[config.mk]
export PLATFORM = sky130hd
export DESIGN_NAME = fp_mul_norm_round_ctrl
export DESIGN_NICKNAME = d
export VERILOG_FILES = /design/src/rtl/fp_mul_norm_round_ctrl.sv
export SDC_FILE = /design/constraint.sdc
export NUM_CORES = 1
export LEC_CHECK = 0
export BUFFER_PORTS_ARGS = -buffer_cell sky130_fd_sc_hd__buf_2
export CORE_UTILIZATION = 40
export DETAILED_ROUTE_END_ITERATION = 12
export SYNTH_ARGS = -nofsm -noshare
export SYNTH_HDL_FRONTEND = slang
export SYNTH_SLANG_ARGS = --single-unit
[constraint.sdc]
create_clock -name clk -period 4.92 [get_ports clk]
set_clock_uncertainty 0.05 [all_clocks]
set_input_delay 0.492 -clock clk [delete_from_list [all_inputs] [get_ports clk]]
set_output_delay 0.492 -clock clk [all_outputs]
set_load 0.005 [all_outputs]
[src/rtl/fp_mul_norm_round_ctrl.sv]
// fp_mul_norm_round_ctrl: turns a raw 48-bit significand product, biased
// exponent sum and sign into a packed IEEE-754 single. Normalizes by one bit,
// denormalizes one bit per cycle with sticky collection, rounds to nearest
// even and saturates overflow to infinity. Valid/ready on both sides.
module fp_mul_norm_round_ctrl #(
  parameter int MAX_DSHIFT = 26
) (
  input  logic               clk,
  input  logic               rst,
  input  logic               in_valid,
  output logic               in_ready,
  input  logic [47:0]        prod,
  input  logic signed [9:0]  exp_sum,
  input  logic               sign,
  output logic               out_valid,
  input  logic               out_ready,
  output logic [31:0]        result,
  output logic               overflow,
  output logic               underflow
);

  localparam logic [4:0] MAX_CNT = 5'(MAX_DSHIFT);

  typedef enum logic [2:0] {
    S_IDLE,
    S_NORM,
    S_DENORM,
    S_ROUND,
    S_OUT
  } state_t;

  state_t             state_q, state_d;
  logic [47:0]        prod_q, prod_d;
  logic signed [9:0]  exps_q, exps_d;
  logic               sign_q, sign_d;
  logic [24:0]        mant_q, mant_d;
  logic               sticky_q, sticky_d;
  logic signed [10:0] exp_q, exp_d;
  logic [4:0]         cnt_q, cnt_d;
  logic [31:0]        result_q, result_d;
  logic               ovf_q, ovf_d;
  logic               unf_q, unf_d;

  logic signed [11:0] exp_norm;
  logic [24:0]        round_sum;
  logic signed [10:0] exp_rnd;

  // Subnormal shift count 1-exp, clipped so huge shifts become pure sticky.
  function automatic logic [4:0] sat_shift(input logic signed [11:0] e);
    logic signed [11:0] d;
    d = 12'sd1 - e;
    if (d > MAX_DSHIFT) return MAX_CNT;
    return d[4:0];
  endfunction

  // Round-to-nearest-even: drop the guard bit, increment on g & (sticky | lsb).
  function automatic logic [24:0] rne_sum(input logic [24:0] m, input logic st);
    logic inc;
    inc = m[0] & (st | m[1]);
    return {1'b0, m[24:1]} + {24'd0, inc};
  endfunction

  // Sequencer next state and working-register updates.
  always_comb begin
    state_d   = state_q;
    prod_d    = prod_q;
    exps_d    = exps_q;
    sign_d    = sign_q;
    mant_d    = mant_q;
    sticky_d  = sticky_q;
    exp_d     = exp_q;
    cnt_d     = cnt_q;
    result_d  = result_q;
    ovf_d     = ovf_q;
    unf_d     = unf_q;
    exp_norm  = $signed({{2{exps_q[9]}}, exps_q}) + (prod_q[47] ? 12'sd1 : 12'sd0);
    round_sum = rne_sum(mant_q, sticky_q);
    exp_rnd   = exp_q;
    if (round_sum[24]) begin
      exp_rnd = exp_q + 11'sd1;
    end else if (exp_q == 11'sd0 && round_sum[23]) begin
      exp_rnd = 11'sd1;
    end
    case (state_q)
      S_IDLE: begin
        if (in_valid) begin
          prod_d  = prod;
          exps_d  = exp_sum;
          sign_d  = sign;
          state_d = S_NORM;
        end
      end
      S_NORM: begin
        if (prod_q == 48'd0) begin
          result_d = {sign_q, 31'd0};
          ovf_d    = 1'b0;
          unf_d    = 1'b0;
          state_d  = S_OUT;
        end else begin
          if (prod_q[47]) begin
            mant_d   = prod_q[47:23];
            sticky_d = |prod_q[22:0];
          end else begin
            mant_d   = prod_q[46:22];
            sticky_d = |prod_q[21:0];
          end
          if (exp_norm <= 12'sd0) begin
            cnt_d   = sat_shift(exp_norm);
            exp_d   = 11'sd0;
            state_d = S_DENORM;
          end else begin
            exp_d   = exp_norm[10:0];
            state_d = S_ROUND;
          end
        end
      end
      S_DENORM: begin
        sticky_d = sticky_q | mant_q[0];
        mant_d   = mant_q >> 1;
        cnt_d    = cnt_q - 5'd1;
        if (cnt_q <= 5'd1) state_d = S_ROUND;
      end
      S_ROUND: begin
        if (exp_rnd >= 11'sd255) begin
          result_d = {sign_q, 8'hFF, 23'd0};
          ovf_d    = 1'b1;
          unf_d    = 1'b0;
        end else begin
          result_d = {sign_q, exp_rnd[7:0], round_sum[24] ? 23'd0 : round_sum[22:0]};
          ovf_d    = 1'b0;
          unf_d    = (exp_rnd == 11'sd0) & (mant_q[0] | sticky_q);
        end
        state_d = S_OUT;
      end
      S_OUT: begin
        if (out_ready) state_d = S_IDLE;
      end
      default: state_d = S_IDLE;
    endcase
  end

  // Control state and visible outputs; reset aborts any operation in flight.
  always_ff @(posedge clk) begin
    if (rst) begin
      state_q  <= S_IDLE;
      result_q <= '0;
      ovf_q    <= 1'b0;
      unf_q    <= 1'b0;
    end else begin
      state_q  <= state_d;
      result_q <= result_d;
      ovf_q    <= ovf_d;
      unf_q    <= unf_d;
    end
  end

  // Operand and working datapath registers; only meaningful while busy.
  always_ff @(posedge clk) begin
    prod_q   <= prod_d;
    exps_q   <= exps_d;
    sign_q   <= sign_d;
    mant_q   <= mant_d;
    sticky_q <= sticky_d;
    exp_q    <= exp_d;
    cnt_q    <= cnt_d;
  end

  assign in_ready  = (state_q == S_IDLE);
  assign out_valid = (state_q == S_OUT);
  assign result    = result_q;
  assign overflow  = ovf_q;
  assign underflow = unf_q;

endmodule
==> impl_metrics.env <==
export IMPL_grt_pass1_wl_um=24100
export IMPL_cts_tree="built"
export IMPL_via_per_inst=5.20
export IMPL_power_density_nw_per_um2=386
export IMPL_wl_um=14700
export IMPL_grtUsageTotal_pct=17.5
export IMPL_overflow=0
export IMPL_start_util_pct=41.1
export IMPL_antenna_found_initial=0
export IMPL_clk_latency_ns=0.42
export IMPL_ir_drop_mv=0.266
export IMPL_drv_cap=0
export IMPL_antennaDiodeCount=0
export IMPL_synth_ff_type="edfxtp_1"
export IMPL_cts_resized=0
export IMPL_pin_count=99
export IMPL_drtIter0Drc=302
export IMPL_syn_cell_area_um2=6810
export IMPL_syn_inst=631
export IMPL_wl_per_cell_um=15.4
export IMPL_multi_input_area_um2=2880
export IMPL_worst_endpoint_required_ns=5.18
export IMPL_power_leakage_nw=3.03
export IMPL_numCtsBuffers=17
export IMPL_dp_cells=925
export IMPL_cts_sinks=138
export IMPL_rows=47
export IMPL_ys_types=57
export IMPL_fmax_ghz=0.282
export IMPL_tns_ns=0
export IMPL_worstMarginPinSlew_ns=1.10
export IMPL_setup_viol=0
export IMPL_grt_setup_unrepaired="no"
export IMPL_clkTransAtPathRegs_ns=0.06
export IMPL_setup_worst_path_start_class="register"
export IMPL_async_flop_share_pct=0
export IMPL_timing_rr_end="result[25]$_SDFFE_PP0P_"
export IMPL_gp_congestion=0.861
export IMPL_r2r_start="exp_q[1]$_SDFFCE_PN0P_"
export IMPL_synthesis_nets=704
export IMPL_crit_fanout=32
export IMPL_synth_common_cells="101 x edfxtp_1, 96 x nand2_1, 40 x nand3_1"
export IMPL_dpl_hpwl_um=10800
export IMPL_antenna_left=0
export IMPL_fin_crit_sh_pct=72.0
export IMPL_hold_class="primary input to register"
export IMPL_cts_root_buf="clkbuf_16"
export IMPL_synth_area_leaders="edfxtp_1 45%, dfxtp_1 11%, nand2_1 5.3%"
export IMPL_r2r_slack_ns=1.38
export IMPL_fp_dieH_um=132
export IMPL_first_pass_iters=5
export IMPL_fill_cells=1545
export IMPL_postCtsHoldBufs=0
export IMPL_dieArea_um2=17500
export IMPL_post_route_util_pct=48.5
export IMPL_place_port_buffers=98
export IMPL_layout_area_seq_um2=3770
export IMPL_ctsHtreeMaxLevel=4
export IMPL_layout_min_cycle_time_ns=3.54
export IMPL_seq_area_frac_synth_pct=55.4
export IMPL_grt_pass1_vias=4800
export IMPL_status="finished clean"
export IMPL_reg2reg_depth=8
export IMPL_hold_start="prod[41]"
export IMPL_end_kind="register"
export IMPL_fin_total_pwr_mw=3.10
export IMPL_vias=4974
export IMPL_cp_arrival_ns=3.81
export IMPL_dieWidth_um=132
export IMPL_synth_edff_count=101
export IMPL_relSlewSlack_pct=26.1
export IMPL_grt_start_max_net_pins=60
export IMPL_worstHoldPathCells=1
export IMPL_avgSynthCellArea_um2=10.8
export IMPL_drive_gt1_share_pct=23.3
export IMPL_nets=797
export IMPL_clockBufferDepth=2
export IMPL_crit_type="register to register"
export IMPL_syn_to_final_growth_pct=18.2
export IMPL_post_synth_top_count_cell="edfxtp_1"
export IMPL_drc=0
export IMPL_hold_end="prod_q[41]$_DFFE_PP_"
export IMPL_synth_seq_cells=138
export IMPL_fin_cells=957
export IMPL_coreArea_um2=16600
export IMPL_slew_viol_final=0
export IMPL_postCtsSetupRepairBufs=0
export IMPL_final_hold_viol_count=0
export IMPL_yosysTopAreaCell="edfxtp_1"
export IMPL_synth_warnings=0
export IMPL_netlist_area_leader_share_pct=44.6
[kinds of logic after synthesis]
group	Yosys count	share of synthesized area, %
adders and majority gates	10	1.84
muxes	29	4.28
and+or+nand+nor	268	19.9
buffers and inverters	38	2.48
other	1	0.0551
AOI/OAI and AO/OA	106	10.8
xor gates and xnor gates	41	5.27
DFF	138	55.4
[power breakdown]
group / total (mW) / switching (mW) / leakage (nW) / internal (mW)
Clock: 1.20 / 0.538 / 0.266 / 0.663
Combinational: 0.382 / 0.232 / 1.51 / 0.150
Sequential: 1.52 / 0.114 / 1.25 / 1.41
Total: 3.10 / 0.884 / 3.03 / 2.22
[routing by layer]
metal  vias up  wire, um  track usage [%]
li1       2522         -                -
met5         -         0                0
met1      2300      7290             24.2
met3        19       882             5.10
met4         0       274             7.73
met2       133      6250             25.4
[flip-flops by register name (all words and copies together), names as in the netlist]
signal	cells
state_q	3
cnt_q	5
underflow	1
exps_q	10
mant_q	25
overflow	1
exp_q	11
prod_q	48
result	32
sign_q	1
sticky_q	1
[worst max-delay path, cell delays in order (launching register included)]
cell,delay (ns)
edfxtp_1,0.46
ha_1,0.31
nand3_1,0.22
or2_2,0.37
nor4_1,0.55
mux2i_1,0.26
o21a_1,0.84
a21oi_1,0.17
a21o_1,0.20
[through the flow]
| step | hold slack [ns] | setup slack, ns | instance area [um^2] |
|---|---|---|---|
| final | 0.189 | 1.38 | 8050 |
| after global placement | 0.380 | 1.57 | 7490 |
| after global routing | 0.163 | 1.11 | 8050 |
| after floorplan | 0.398 | 2.07 | 6810 |
| after CTS | 0.172 | 1.42 | 8050 |
| after detailed placement | 0.387 | 1.44 | 7490 |
[layout make-up]
class	count	area share [%]
clock buffer	17	5.29
sequential	138	46.9
timing repair buffer	104	6.65
clock inverter	15	1.65
tap	220	3.42
inverter	8	0.373
multi-input combinational	455	35.7
[cell usage in the layout, fill, tap and decap left out, types with 4 or more instances in the layout]
master,synthesis,layout
edfxtp_1,101,101
buf_2,3,98
nand2_1,96,96
nand3_1,40,40
dfxtp_1,37,37
nor2_1,36,36
o21ai_0,35,35
mux2i_1,28,28
xnor2_1,21,21
xor2_1,20,20
o21ai_2,20,20
nand4_1,19,19
clkbuf_16,0,17
nor4_1,15,15
and3_1,12,12
a21oi_1,13,12
nor3_1,12,11
ha_1,10,10
inv_1,8,8
a21o_1,8,8
or3_1,6,6
and2_1,7,6
buf_4,0,6
o21a_1,4,4
inv_8,0,4
clkinv_4,0,4
[how the worst max path moves through the flow]
stage / from / slack, ns / to
CTS: exp_q[1]$_SDFFCE_PN0P_ / 1.42 / result[25]$_SDFFE_PP0P_
global route: exp_q[1]$_SDFFCE_PN0P_ / 1.11 / result[3]$_SDFFE_PP0P_
floorplan: prod_q[47]$_DFFE_PP_ / 2.07 / cnt_q[0]$_DFFE_PP_
detailed placement: exp_q[1]$_SDFFCE_PN0P_ / 1.44 / overflow$_SDFFE_PP0P_
finish: exp_q[1]$_SDFFCE_PN0P_ / 1.38 / result[25]$_SDFFE_PP0P_
global placement: exp_q[1]$_SDFFCE_PN0P_ / 1.57 / overflow$_SDFFE_PP0P_
No activity file was read; power rests on OpenSTA's default activity.
